File: config.mk
export PLATFORM = sky130hd
export DESIGN_NAME = pwm_out
export DESIGN_NICKNAME = d
export VERILOG_FILES = /design/src/rtl/pwm_out.sv
export SDC_FILE = /design/constraint.sdc
export NUM_CORES = 1
export LEC_CHECK = 0
export BUFFER_PORTS_ARGS = -buffer_cell sky130_fd_sc_hd__buf_2
export CAP_MARGIN = 20
export CELL_PAD_IN_SITES_DETAIL_PLACEMENT = 0
export CELL_PAD_IN_SITES_GLOBAL_PLACEMENT = 1
export CORE_MARGIN = 4
export CORE_UTILIZATION = 41
export CTS_BUF_LIST = sky130_fd_sc_hd__clkbuf_2 sky130_fd_sc_hd__clkbuf_4 sky130_fd_sc_hd__clkbuf_8
export CTS_CLUSTER_SIZE = 25
export DETAILED_ROUTE_END_ITERATION = 10
export GPL_ROUTABILITY_DRIVEN = 1
export HOLD_SLACK_MARGIN = 0.03
export PLACE_DENSITY = 0.91
export SYNTH_ARGS = -nofsm -noshare
export SYNTH_HDL_FRONTEND = slang
export SYNTH_SLANG_ARGS = --single-unit
File: constraint.sdc
create_clock -name clk -period 2.4 [get_ports clk]
set_clock_uncertainty 0.1 [all_clocks]
set_input_delay 0.36 -clock clk [delete_from_list [all_inputs] [get_ports clk]]
set_output_delay 0.36 -clock clk [all_outputs]
set_load 0.01 [all_outputs]
File: src/rtl/pwm_out.sv
// pwm_out: ESC pulse generator with an arming sequence and frame-aligned,
// clamped throttle updates from a sign-magnitude PID correction.
module pwm_out #(
    parameter int PERIOD_CYCLES = 20000,
    parameter int MIN_PULSE     = 1000,
    parameter int MAX_PULSE     = 2000,
    parameter int SHIFT         = 5,
    parameter int ARM_PERIODS   = 50
) (
    input  logic        clk,
    input  logic        rst,
    input  logic        en,
    input  logic        pid_valid,
    input  logic [31:0] pid_out,
    input  logic [15:0] base_throttle,
    output logic        pwm,
    output logic [15:0] active_width,
    output logic        armed,
    output logic        sat,
    output logic        frame_start
);
    localparam int CW = $clog2(PERIOD_CYCLES);
    localparam int AW = $clog2(ARM_PERIODS + 1);
    localparam logic signed [32:0] SMIN = 33'(MIN_PULSE);
    localparam logic signed [32:0] SMAX = 33'(MAX_PULSE);
    typedef enum logic [1:0] {DISARMED, ARMING, RUN} state_t;
    state_t state, state_n;
    logic [CW-1:0] cnt;
    logic [AW-1:0] arm_cnt;
    logic [15:0] pending, clamped;
    logic pending_valid, wrap, lo, hi;
    logic [30:0] corr;
    logic signed [32:0] sum;
    assign wrap = cnt == CW'(PERIOD_CYCLES - 1);
    // 33-bit signed math so a full-scale correction can never wrap past the clamp
    always_comb begin
        corr = pid_out[30:0] >> SHIFT;
        sum = pid_out[31] ? $signed({17'd0, base_throttle}) - $signed({2'b00, corr})
                          : $signed({17'd0, base_throttle}) + $signed({2'b00, corr});
        lo = sum < SMIN;
        hi = sum > SMAX;
        clamped = lo ? 16'(MIN_PULSE) : hi ? 16'(MAX_PULSE) : sum[15:0];
    end
    always_ff @(posedge clk or posedge rst) begin
        if (rst)
            state <= DISARMED;
        else
            state <= state_n;
    end
    always_comb begin
        state_n = !en ? DISARMED
                : state == DISARMED ? ARMING
                : (state == ARMING && wrap && arm_cnt == AW'(ARM_PERIODS - 1)) ? RUN
                : state;
    end
    always_comb begin
        pwm = state != DISARMED && 32'(cnt) < 32'(active_width);
        armed = state == RUN;
        frame_start = state != DISARMED && cnt == '0;
    end
    always_ff @(posedge clk or posedge rst) begin
        if (rst) begin
            cnt <= '0;
            arm_cnt <= '0;
            pending <= '0;
            pending_valid <= 1'b0;
            active_width <= 16'(MIN_PULSE);
            sat <= 1'b0;
        end else if (!en || state == DISARMED) begin
            cnt <= '0;
            arm_cnt <= '0;
            pending_valid <= 1'b0;
            active_width <= 16'(MIN_PULSE);
        end else begin
            cnt <= wrap ? '0 : cnt + CW'(1);
            if (state == ARMING) begin
                active_width <= 16'(MIN_PULSE);
                if (wrap)
                    arm_cnt <= arm_cnt + AW'(1);
            end else begin
                if (wrap && pending_valid)
                    active_width <= pending;
                // a sample landing on the wrap edge survives as pending for the next frame
                pending_valid <= pid_valid | (pending_valid & ~wrap);
                if (pid_valid) begin
                    pending <= clamped;
                    sat <= lo | hi;
                end
            end
        end
    end
endmodule
==> results of run 1 <==
-- layout by cell type, fill, tap and decap left out, drive strengths merged, types with 17 or more instances in the layout --
cell type and n:
nand2 41, a21oi 48, buf 245, a21o 19, nand4 17, o21ai 28
inv 57, nor2 69, ha 50, dfrtp 51
-- path summary, 6_finish.rpt --
| path | end | depth (start not counted) |
|---|---|---|
| setup / recovery | pending[1] | 16 |
| max in group asynchronous | active_width[8] | 4 |
| setup reg to reg | arm_cnt[1] | 8 |
| hold reg to reg | active_width[11] | 1 |
| hold / removal | state[1] | 2 |
| min in group asynchronous | arm_cnt[0] | 3 |
-- report_power, final --
part	internal (W)	leakage, nW	switching, W
registers	0.000964	0.773	0.00000293
clock network	0.000589	0.109	0.000383
logic	0.000580	2.92	0.000624
-- registers in the layout, summed over array words and instances, names as in the netlist --
name and cells:
active_width 16, pending 16, cnt 15, arm_cnt 6, state 2, pending_valid 1, sat 1
-- worst reg2reg max path, stage by stage, from the launching register on --
cell	delay, ns
sky130_fd_sc_hd__dfrtp_1	0.36
sky130_fd_sc_hd__buf_4	0.13
sky130_fd_sc_hd__ha_1	0.23
sky130_fd_sc_hd__nand2_1	0.15
sky130_fd_sc_hd__nor3_2	0.30
sky130_fd_sc_hd__buf_4	0.20
sky130_fd_sc_hd__or2_2	0.12
sky130_fd_sc_hd__and2_1	0.20
sky130_fd_sc_hd__mux2_2	0.35
-- kinds of logic after synthesis --
kind of cell | after synthesis | synth area share, %
AO/OA/AOI/OAI | 189 | 24.5
flip-flops | 57 | 26.5
adder cells (fa/ha/maj) | 52 | 12.3
AND/OR/NAND/NOR | 242 | 23.9
buffers and inverters | 89 | 6.82
XOR/XNOR | 30 | 4.86
multiplexers | 6 | 1.13
-- routing by layer --
layer  vias to the layer above  GRT usage, %
li1                       2860             -
met1                      2796          26.7
met2                       224          38.5
met3                        53          2.07
met4                         0          9.10
met5                         -             0
-- final cells by class --
cell class,count,area [um2]
Fill cell,1040,4940
Sequential cell,57,1430
Tap cell,172,215
Clock buffer,10,131
Multi-Input combinational cell,519,4000
Inverter,57,231
Clock inverter,6,82.6
Timing Repair Buffer,246,1740
-- stage by stage --
stage               std cells  utilization (%)  cell area (um2)
finish                   1067             61.3             7830
global route             1067             61.3             7830
CTS                      1058             59.1             7550
detailed placement       1035             55.4             7080
global placement         1035             55.4             7080
floorplan                 665                -             5470
-- timing repair --
action	CTS	global route
resized for setup	38	44
setup endpoints to repair	16	24
pin swaps	32	24
hold buffers	1	0
endpoints found under the hold margin	20	0
setup buffers	6	9
==> results.md, run 1 <==
Timing:
- Setup repair after global routing could not meet its margin everywhere.
- Measured against its own limit, the worst slew margin works out to 52.6%.
- The final worst slack is -0.816 ns.
- The final-report hold violation count is 0.
- Final hold analysis gives a worst-case slack of 0.225 ns.
- The fmax is 311 MHz.
- For the pin with the worst max-slew slack, the measured transition is 0.711 ns.
- After routing, the total negative slack on setup checks comes to -9.72 ns.
- In the finished design, the share of the clock period the worst path needs comes to 134%.
- Setup violations remaining at the end of the flow were counted as 13.
- For the finished layout, the period the worst path requires is 3.22 ns.
- The final max-slew violation count is 0.

Route:
- The number of vias after detailed routing is 5933.
- The routed length per placed instance is 15.7 um.
- The first detailed-routing pass took 5 iterations.
- The first-iteration detailed-routing DRC count is 475.
- Wire segments on met2 add up to 8410 um in the final route.
- The number of vias per cell after detailed routing is 5.56.
- The overall routed net length is 16700 um.
- In the routed design, unresolved DRC markers number 0.
- For this block, wires on met1 add up to 6820 um.
- The routed wire length on met3 is 897 um.
- The number of nets with antenna violations after detailed routing is 0.
- The top layer reached by signal wires is met4.

Worst setup path:
- The critical path goes through buf_12 > inv_12 > ha_4 > inv_2 > fa_2 > a21o_1 > a221o_1 > a211oi_2 > o221ai_2 > buf_4 > a2111oi_4 > a211oi_2 > nand4_1 > nor4b_2 > and4b_2 > a22o_1.
- In this run the worst setup path begins at base_throttle[0].
- For this run, the slowest stage of the critical path takes 0.39 ns.
- The required time of the worst setup path is 2.53 ns.
- The critical-path maximum fanout is 6.
- The critical path is of the input pin to flop type.
- The critical path's most frequent cell is sky130_fd_sc_hd__a211oi_2.
- The number of buffers and inverters on the critical path is 4.
- The worst reg2reg path startpoint is cnt[1].
- At the worst endpoint, the arrival time is 3.35 ns.
- The worst setup path is launched from an input pin.
- The slowest cell on the critical path is sky130_fd_sc_hd__a2111oi_4.
- The setup slack of the worst register-to-register path is 0.15 ns.
- STA classifies the critical path endpoint as a flop.
- The cell family contributing the most delay on the critical path is compound AO/OA/AOI/OAI gates.

Logic synthesis:
- The netlist uses 73 different library cells.
- The synthesized cell area is 5410 um2.
- Yosys attributes the largest share of cell area to sky130_fd_sc_hd__dfrtp_1 24%, sky130_fd_sc_hd__ha_1 12%, sky130_fd_sc_hd__nor2_1 4.8%.
- Counting instances in the post-synthesis netlist gives the leading cell types as 69 x sky130_fd_sc_hd__nor2_1, 56 x sky130_fd_sc_hd__inv_1, 51 x sky130_fd_sc_hd__dfrtp_1.
- For this run, the number of Yosys warnings is 0.
- Averaged over all synthesized cells, the footprint is 8.13 um2.
- Among all flip-flop cells after synthesis, the most frequent one is sky130_fd_sc_hd__dfrtp_1.
- The async set-or-reset flop fraction in the synthesized netlist is 100%.
- The most used standard cell by instance count after synthesis is sky130_fd_sc_hd__nor2_1.
- The count of mapped cells out of synthesis is 665.
- The cell type with the largest total area after synthesis is sky130_fd_sc_hd__dfrtp_1.
- In this run the biggest area consumer among cell types represents 23.6% of the synthesized area.
- After synthesis the netlist holds a flip-flop and latch count of 57.
- The synthesized design contains 0 enable-type register cells.
- The number of nets handed over by synthesis was 769.
- Sequential elements use 26.5% of the synthesized area.

Global route:
- The largest net degree at the start of global routing is 36.
- The global routing usage summed across all routing layers is 21.7%.
- For this run the aggregate overflow at the end of global routing stands at 0.
- The wire length of the first global-routing pass is 26500 um.
- The via count of the first global-routing pass is 5698.
- The number of antenna violations at the first check in global routing is 0.

Floorplanning:
- The floorplan has 41 rows.
- The height of the die is 123 um.
- The number of top-level design ports is 72.
- The area of the core is 12800 um2.
- The initial core utilization is 42.3%.
- The floorplan die width is 123 um.
- The area enclosed by the die boundary is 15100 um2.

Place:
- The worst setup slack before clock tree synthesis is -1.33 ns.
- The global placement routability congestion is 1.02.
- The number of buffers added on ports is 66.
- Summed over all nets, the half-perimeter wirelength after detailed placement is 13100 um.

CTS:
- After clock tree synthesis, the clock-pin slew on the worst setup and hold paths is 0.06 ns.
- Clock tree synthesis inserted a total of 9 buffers.
- The CTS tree is done.
- The master cell of the clock root buffer is sky130_fd_sc_hd__clkbuf_8.
- Clock tree synthesis found a total of 57 sinks.
- Clock latency on the worst-skew pair, taken at its later pin, is 0.34 ns.
- The maximum buffer depth of the clock tree is 2.
- In this run the number of H-tree levels came out at 3.

Finish:
- Compared with the post-synthesis result, the final layout area differs by 44.8%.
- The proportion of layout cells with a drive suffix above 1 is 38.9%.
- The number of antenna diodes in the final layout is 0.
- After the last flow step, the layout net total stands at 994.

Outcome:
- The run finished, with violations left.
- The checks that failed: negative setup slack.

Pwr:
- The power density over the cells is 401 nW/um2.
- The peak supply drop is 0.212 mV.
- The static leakage power is 3.80 nW.
- The total design power is 0.00314 W.

Run:
- Across the run, the number of max-cap violations was 0.

Worst hold path:
- The startpoint identified for the worst hold timing path is en.
- The type of the tightest min-delay check is input pin to flop.
Power figures use the tool's default switching activity.
==> inputs of run 2 (changes only) <==
--- a/config.mk
+++ b/config.mk
@@ -16,7 +16,7 @@
 export DETAILED_ROUTE_END_ITERATION = 10
 export GPL_ROUTABILITY_DRIVEN = 1
 export HOLD_SLACK_MARGIN = 0.03
-export PLACE_DENSITY = 0.91
+export PLACE_DENSITY = 0.78
 export SYNTH_ARGS = -nofsm -noshare
 export SYNTH_HDL_FRONTEND = slang
 export SYNTH_SLANG_ARGS = --single-unit
==> run 2 against run 1 <==
The run still ends with negative setup slack left. Critical path depth stayed put. Routed wire length is 3.8% higher. Clock-buffer cell count is 3 higher. Sequential power hardly changed. Combinational power is 4% higher. Sequential share of layout area is 0.19 points lower. Die area stayed put. Total power is 0.65% higher. Via count is 1.1% lower. Critical endpoint is now pending[0]. Largest power group unchanged. Highest routed layer unchanged.
==> results.md, run 2 (same netlist as run 1, synthesis figures left out) <==
Global route:
- The largest net degree at the start of global routing was 36 (unchanged).
- The number of antenna violations at the first check in global routing was 0 (unchanged).
- The wire length of the first global-routing pass was 28200 um (was 26500 um).
- The global routing usage on met2 was 42.6% (was 38.5%).
- The global routing usage summed across all routing layers is 23.4% (was 21.7%).
- The met3 usage is 1.98% (was 2.07%).
- The most crowded layer after global routing is met2 (unchanged).
- The total congestion overflow came to 0 (unchanged).
- The via count of the first global-routing pass is 5964 (was 5698).
- The met1 layer usage reported by global route is 28.2% (was 26.7%).

Outcome:
- Run status: finished, violations left (unchanged).
- Violated checks: negative setup slack (unchanged).

Timing:
- The total negative setup slack was -9.34 ns (was -9.72 ns).
- The final worst slack is -0.820 ns (was -0.816 ns).
- The final max-slew violation count came to 0 (unchanged).
- The transition time at the pin with the least slew margin is 0.598 ns (was 0.711 ns).
- The final-report hold violation count is 0 (unchanged).
- Unrepaired setup endpoints after global routing: yes (unchanged).
- The final setup violation count is 13 (unchanged).
- The share of the clock period used by the worst path after layout came to 134% (about the same).
- The fmax is 311 MHz (about the same).
- The normalized max-slew margin came to 59.6% (was 52.6%).
- The final critical-path required period is 3.22 ns (about the same).

Pwr:
- The switching power share of the total is 31.9% (was 32.1%).
- The net switching component of the power is 0.00101 W (about the same).
- The internal power of the cells was 0.00215 W (was 0.00213 W).
- The peak supply drop came to 0.189 mV (was 0.212 mV).
- The static leakage power is 3.85 nW (was 3.80 nW).
- The part of the total power dissipated in combinational logic came to 39.4% (was 38.3%).
- The register share of total power is 30.6% (was 30.8%).
- The power density over the cells came to 400 nW/um2 (was 401 nW/um2).
- The clock network power share was 30.0% (was 30.9%).

Worst hold path:
- The origin of the worst min-delay path was en (unchanged).
- The type of the tightest min-delay check is input pin to flop (unchanged).

CTS:
- The CTS tree is done (unchanged).
- The number of clock sinks came to 57 (unchanged).
- The maximum buffer depth of the clock tree came to 2 (unchanged).
- The clock-pin slew reported for the worst setup and hold paths after clock tree synthesis is 0.06 ns (about the same).
- The master cell of the clock root buffer is sky130_fd_sc_hd__clkbuf_8 (unchanged).
- The count of H-tree levels built during CTS is 3 (unchanged).
- The number of buffers added by the clock tree synthesis step is 9 (unchanged).
- The insertion delay to the later sink of the worst-skew pair came to 0.34 ns (about the same).

Worst setup path:
- The data arrival time of the worst path was 3.34 ns (was 3.35 ns).
- The critical-path maximum fanout was 6 (unchanged).
- The critical path start-end classification is input pin to flop (unchanged).
- The worst reg2reg path startpoint is cnt[2] (was cnt[1]).
- The critical path endpoint category is a flop (unchanged).
- The startpoint class of the critical path is an input pin (unchanged).
- The required time of the worst setup path is 2.52 ns (was 2.53 ns).
- The launching instance or port of the critical path is base_throttle[0] (unchanged).

Run:
- The max-capacitance violation count is 0 (unchanged).

Place:
- The placed wire-length estimate came to 13900 um (was 13100 um).
- The number of buffers added on ports was 66 (unchanged).
- The area of placed instances is 7190 um2 (was 7080 um2).
- The global placement routability congestion is 0.936 (was 1.02).

Floorplanning:
- The height of the die was 123 um (unchanged).
- The floorplan die width is 123 um (unchanged).
- The area enclosed by the die boundary is 15100 um2 (unchanged).
- The initial core utilization is 42.3% (unchanged).
- The number of top-level design ports is 72 (unchanged).
- The area of the core is 12800 um2 (unchanged).
- The number of placement rows was 41 (unchanged).

Finish:
- The post-layout net count is 1002 (was 994).
- The area growth from synthesis to layout is 46.3% (was 44.8%).
- Commonest non-fill, non-tap cells in the layout: 185 x sky130_fd_sc_hd__buf_4, 66 x sky130_fd_sc_hd__nor2_1, 60 x sky130_fd_sc_hd__buf_2, 51 x sky130_fd_sc_hd__dfrtp_1, 49 x sky130_fd_sc_hd__inv_1 (was 174 x sky130_fd_sc_hd__buf_4, 69 x sky130_fd_sc_hd__nor2_1, 62 x sky130_fd_sc_hd__buf_2, 51 x sky130_fd_sc_hd__inv_1, 51 x sky130_fd_sc_hd__dfrtp_1).
- The proportion of layout cells with a drive suffix above 1 came to 39.7% (was 38.9%).
- Regs by FF count: active_width x16, pending x16, cnt x15 (unchanged).
- The post-route core utilization is 62.0% (was 61.3%).
- The number of diodes is 0 (unchanged).
- The most frequent standard cell in the layout excluding fill and tap cells is sky130_fd_sc_hd__buf_4 (unchanged).
- The final design instance area without fill is 7920 um2 (was 7830 um2).
- The filler cell count is 1152 (was 1040).

Route:
- The routed length per placed instance was 16.2 um (was 15.7 um).
- The number of nets with antenna violations after detailed routing is 0 (unchanged).
- The first-iteration detailed-routing DRC count is 273 (was 475).
- The number of vias after detailed routing is 5868 (was 5933).
- The number of design rule violations left after detail routing is 0 (unchanged).
- The number of detailed-routing iterations run before antenna repair is 5 (unchanged).
- The overall routed net length is 17400 um (was 16700 um).
- The number of vias per cell after detailed routing is 5.46 (was 5.56).
## run 2: through the flow
stage | instances | total power, W | setup slack [ns] | hold slack, ns
CTS | 1072 | 0.00314 | -0.782 | 0.214
finish | 1074 | 0.00316 | -0.820 | 0.229
detailed placement | 1049 | 0.00207 | -1.49 | 0.203
global placement | 1048 | 0.00205 | -1.37 | 0.193
global route | 1074 | 0.00332 | -0.955 | 0.239
floorplan | 665 | 0.00155 | -0.838 | 0.354
## run 2: metal layers
metal	up-vias	part of all wire (%)
met2	136	51
li1	2874	-
met3	36	3.2
met1	2822	44
met5	-	0
met4	0	2.6
## run 2: critical path: stages
cell	delay [ns]
sky130_fd_sc_hd__buf_12	0.12
sky130_fd_sc_hd__inv_12	0.04
sky130_fd_sc_hd__ha_4	0.12
sky130_fd_sc_hd__inv_2	0.03
sky130_fd_sc_hd__fa_2	0.33
sky130_fd_sc_hd__a21o_1	0.19
sky130_fd_sc_hd__a221o_1	0.41
sky130_fd_sc_hd__a211oi_4	0.28
sky130_fd_sc_hd__o221ai_2	0.19
sky130_fd_sc_hd__buf_4	0.21
sky130_fd_sc_hd__a2111oi_4	0.34
sky130_fd_sc_hd__a211oi_2	0.09
sky130_fd_sc_hd__nand4_1	0.11
sky130_fd_sc_hd__nor4b_2	0.06
sky130_fd_sc_hd__and4b_2	0.28
sky130_fd_sc_hd__a22o_1	0.19
## run 2: final timing paths
kind / to / slack (ns) / cells after the start
min in group asynchronous: active_width[13] / 0.39 / 3
max in group asynchronous: active_width[3] / 1.15 / 4
min: state[1] / 0.23 / 2
min reg2reg: active_width[13] / 0.38 / 1
max reg2reg: arm_cnt[1] / 0.12 / 8
max: pending[0] / -0.82 / 16
## run 2: area by class of cell
type                    instances  area [um2]  area share (%)
repair buffers                254        1800            22.7
multi-input cells             519        4020            50.8
clock buffers                  13         179            2.26
inverters                      57         231            2.92
clock inverters                 2        35.0           0.443
flip-flops and latches         57        1430            18.1
well taps                     172         215            2.72
## run 2: repair_timing
item	in CTS	in global routing
pin swaps	42	20
endpoints found under the hold margin	9	0
cloned	0	0
endpoints found under the setup margin	13	13
gates resized for setup	75	15
hold buffers	1	0
buffers inserted	8	2
## run 2: power groups by stage
stage | logic, W | registers (W) | clock network, W
floorplan | 0.000565 | 0.000984 | 0
global placement | 0.00106 | 0.000984 | 0
detailed placement | 0.00108 | 0.000984 | 0
CTS | 0.00120 | 0.000967 | 0.000969
global route | 0.00135 | 0.000967 | 0.00101
finish | 0.00125 | 0.000967 | 0.000948
==> inputs of run 3 (changes only) <==
--- a/config.mk
+++ b/config.mk
@@ -10,13 +10,14 @@
 export CELL_PAD_IN_SITES_DETAIL_PLACEMENT = 0
 export CELL_PAD_IN_SITES_GLOBAL_PLACEMENT = 1
 export CORE_MARGIN = 4
-export CORE_UTILIZATION = 41
+export CORE_UTILIZATION = 49
 export CTS_BUF_LIST = sky130_fd_sc_hd__clkbuf_2 sky130_fd_sc_hd__clkbuf_4 sky130_fd_sc_hd__clkbuf_8
 export CTS_CLUSTER_SIZE = 25
 export DETAILED_ROUTE_END_ITERATION = 10
 export GPL_ROUTABILITY_DRIVEN = 1
 export HOLD_SLACK_MARGIN = 0.03
-export PLACE_DENSITY = 0.78
+export PLACE_DENSITY = 0.87
+export SLEW_MARGIN = 20
 export SYNTH_ARGS = -nofsm -noshare
 export SYNTH_HDL_FRONTEND = slang
 export SYNTH_SLANG_ARGS = --single-unit
==> constraint.sdc (replaced) <==
create_clock -name clk -period 3.9 [get_ports clk]
set_clock_uncertainty 0.1 [all_clocks]
set_input_delay 0.585 -clock clk [delete_from_list [all_inputs] [get_ports clk]]
set_output_delay 0.585 -clock clk [all_outputs]
set_load 0.01 [all_outputs]
==> run 3 against run 2 <==
The flow now finishes without violations. Critical path type unchanged. Clock power down 35%. Sequential share of layout area grew 4.1 points. Sequential cell count did not move. Via count decreased by 8.0%. Largest cell class unchanged. Die area down 15%. Combinational power down 56%. Global-route usage increased by 0.13 points. Sequential power fell by 38%. Register-to-register slack gained 1.4 ns. Core utilization fell by 2.4 points. Critical endpoint is now pending[1].
==> results.md, run 3 (same netlist as run 1, synthesis figures left out) <==
Timing:
- The final setup violation count is 0 (was 13).
- The normalized max-slew margin came to 50.6% (was 59.6%).
- The final max-slew violation count is 0 (unchanged).
- The worst hold slack is 0.269 ns (was 0.229 ns).
- Unrepaired setup endpoints after global routing: no (was yes).
- The transition time at the pin with the least slew margin is 0.740 ns (was 0.598 ns).
- The final-report hold violation count is 0 (unchanged).
- Based on the critical path, the design can be clocked at up to 268 MHz.
- The total negative setup slack is 0 ns (was -9.34 ns).
- For the finished layout, the period the worst path requires is 3.73 ns.
- The share of the clock period used by the worst path after layout is 95.6%.

Route:
- The number of detailed-routing iterations run before antenna repair is 5 (unchanged).
- The number of vias per cell after detailed routing is 5.90 (was 5.46).
- The number of design rule violations left after detail routing is 0 (unchanged).
- The number of nets with antenna violations after detailed routing is 0 (unchanged).
- The first-iteration detailed-routing DRC count is 346 (was 273).
- The overall routed net length is 15000 um (was 17400 um).
- The routed length per placed instance was 16.4 um (was 16.2 um).
- The number of vias after detailed routing is 5400 (was 5868).

CTS:
- The maximum buffer depth of the clock tree is 2 (unchanged).
- The insertion delay to the later sink of the worst-skew pair is 0.33 ns (was 0.34 ns).
- The count of H-tree levels built during CTS was 3 (unchanged).
- The master cell of the clock root buffer is sky130_fd_sc_hd__clkbuf_8 (unchanged).
- The number of buffers added by the clock tree synthesis step is 9 (unchanged).
- The number of clock sinks is 57 (unchanged).
- The total of hold buffers inserted after clock tree synthesis is 0 (was 1).
- The CTS tree was done (unchanged).
- The clock-pin slew reported for the worst setup and hold paths after clock tree synthesis is 0.07 ns (was 0.06 ns).

Worst setup path:
- The critical path endpoint category is a flop (unchanged).
- The critical path start-end classification was input pin to flop (unchanged).
- The critical-path maximum fanout was 6 (unchanged).
- The data arrival time of the worst path is 3.85 ns (was 3.34 ns).
- The required time of the worst setup path is 4.02 ns (was 2.52 ns).
- The startpoint class of the critical path was an input pin (unchanged).

Finish:
- The post-route core utilization is 59.5% (was 62.0%).
- The proportion of layout cells with a drive suffix above 1 is 22.2% (was 39.7%).
- The number of diodes was 0 (unchanged).
- The final instance count without filler cells is 916 (was 1074).
- The filler cell count is 998 (was 1152).
- The multi-input combinational cell area is 3620 um2 (was 4020 um2).
- Regs by FF count: active_width x16, pending x16, cnt x15 (unchanged).
- The area growth from synthesis to layout is 19.3% (was 46.3%).
- The most frequent standard cell in the layout excluding fill and tap cells is sky130_fd_sc_hd__nor2_1 (was sky130_fd_sc_hd__buf_4).
- The post-layout net count is 875 (was 1002).
- Commonest non-fill, non-tap cells in the layout: 69 x sky130_fd_sc_hd__nor2_1, 66 x sky130_fd_sc_hd__buf_2, 61 x sky130_fd_sc_hd__buf_4, 55 x sky130_fd_sc_hd__inv_1, 51 x sky130_fd_sc_hd__dfrtp_1 (was 185 x sky130_fd_sc_hd__buf_4, 66 x sky130_fd_sc_hd__nor2_1, 60 x sky130_fd_sc_hd__buf_2, 51 x sky130_fd_sc_hd__dfrtp_1, 49 x sky130_fd_sc_hd__inv_1).
- The area occupied by registers was 1430 um2 (unchanged).

Global route:
- The met3 usage was 1.98% (about the same).
- The global routing usage on met2 is 42.9% (was 42.6%).
- The largest net degree at the start of global routing was 39 (was 36).
- The total congestion overflow is 0 (unchanged).
- The global routing usage summed across all routing layers is 23.5% (was 23.4%).
- The met1 layer usage reported by global route is 28.5% (was 28.2%).
- The wire length of the first global-routing pass came to 25000 um (was 28200 um).
- The number of antenna violations at the first check in global routing is 0 (unchanged).
- The most crowded layer after global routing is met2 (unchanged).
- The via count of the first global-routing pass is 5308 (was 5964).

Pwr:
- The power density over the cells is 273 nW/um2 (was 400 nW/um2).
- The total design power is 0.00176 W (was 0.00316 W).
- The static leakage power was 3.16 nW (was 3.85 nW).
- The peak supply drop is 0.338 mV (was 0.189 mV).

Place:
- The placed wire-length estimate is 12000 um (was 13900 um).
- The number of buffers added on ports is 66 (unchanged).
- The cell count after placement was 900 (was 1049).
- The global placement routability congestion is 0.941 (was 0.936).

Floorplanning:
- The height of the die is 113 um (was 123 um).
- The number of top-level design ports is 72 (unchanged).
- The number of placement rows is 38 (was 41).
- The area enclosed by the die boundary was 12800 um2 (was 15100 um2).
- The area of the core is 10800 um2 (was 12800 um2).
- The floorplan die width is 113 um (was 123 um).
- The initial core utilization came to 49.9% (was 42.3%).

Outcome:
- Run status: completed (was finished, violations left).

Worst hold path:
- The type of the tightest min-delay check was input pin to async pin (was input pin to flop).

Run:
- The max-capacitance violation count came to 0 (unchanged).
[run 3: path summary, 6_finish.rpt]
kind / cells after the start / start / slack [ns] / end
worst max-delay path: 16 / base_throttle[0] / 0.17 / pending[1]
max in group asynchronous: 3 / rst / 2.66 / cnt[4]
min in group clk: 2 / sat / 0.39 / sat
worst min register to register: 2 / sat / 0.39 / sat
worst min-delay path: 2 / rst / 0.27 / active_width[12]
worst max register to register: 9 / cnt[6] / 1.52 / arm_cnt[4]
[run 3: critical path, cell delays in order]
cell and delay (ns):
sky130_fd_sc_hd__buf_2 0.11, sky130_fd_sc_hd__inv_1 0.06, sky130_fd_sc_hd__ha_1 0.17, sky130_fd_sc_hd__inv_1 0.06, sky130_fd_sc_hd__fa_1 0.39, sky130_fd_sc_hd__a21o_1 0.20
sky130_fd_sc_hd__a221o_1 0.37, sky130_fd_sc_hd__a211oi_2 0.30, sky130_fd_sc_hd__o221ai_2 0.19, sky130_fd_sc_hd__buf_4 0.19, sky130_fd_sc_hd__a2111oi_2 0.43, sky130_fd_sc_hd__a211oi_1 0.12
sky130_fd_sc_hd__nand4_1 0.12, sky130_fd_sc_hd__nor4b_1 0.06, sky130_fd_sc_hd__and4b_2 0.30, sky130_fd_sc_hd__a22o_1 0.20
[run 3: final cells by class]
type	instances	share of cell area, %
multi-input cells	519	56.0
flip-flops and latches	57	22.2
repair buffers	127	12.2
inverters	57	3.32
well taps	140	2.71
clock buffers	11	2.25
clock inverters	5	1.24
[run 3: through the flow]
| stage | area, um2 | setup WS (ns) |
|---|---|---|
| global route | 6450 | 0.0117 |
| CTS | 6440 | 0.168 |
| global placement | 6220 | -0.0628 |
| detailed placement | 6220 | -0.178 |
| floorplan | 5410 | 0.361 |
| finish | 6450 | 0.172 |
[run 3: timing repair]
item / CTS / global route
gates resized for setup: 0 / 2
buffers inserted: 0 / 0
endpoints found under the setup margin: 0 / 6
hold endpoints to repair: 0 / 0
[run 3: where the power goes]
part           total, W  switching (W)  internal [W]
logic          0.000548       0.000316      0.000232
registers      0.000596     0.00000327      0.000593
clock network  0.000616       0.000233      0.000383
total           0.00176       0.000552       0.00121
[run 3: routing by layer]
metal	up-vias	routed length [um]
li1	2620	-
met4	0	407
met3	45	773
met2	187	7680
met1	2548	6140
met5	-	0
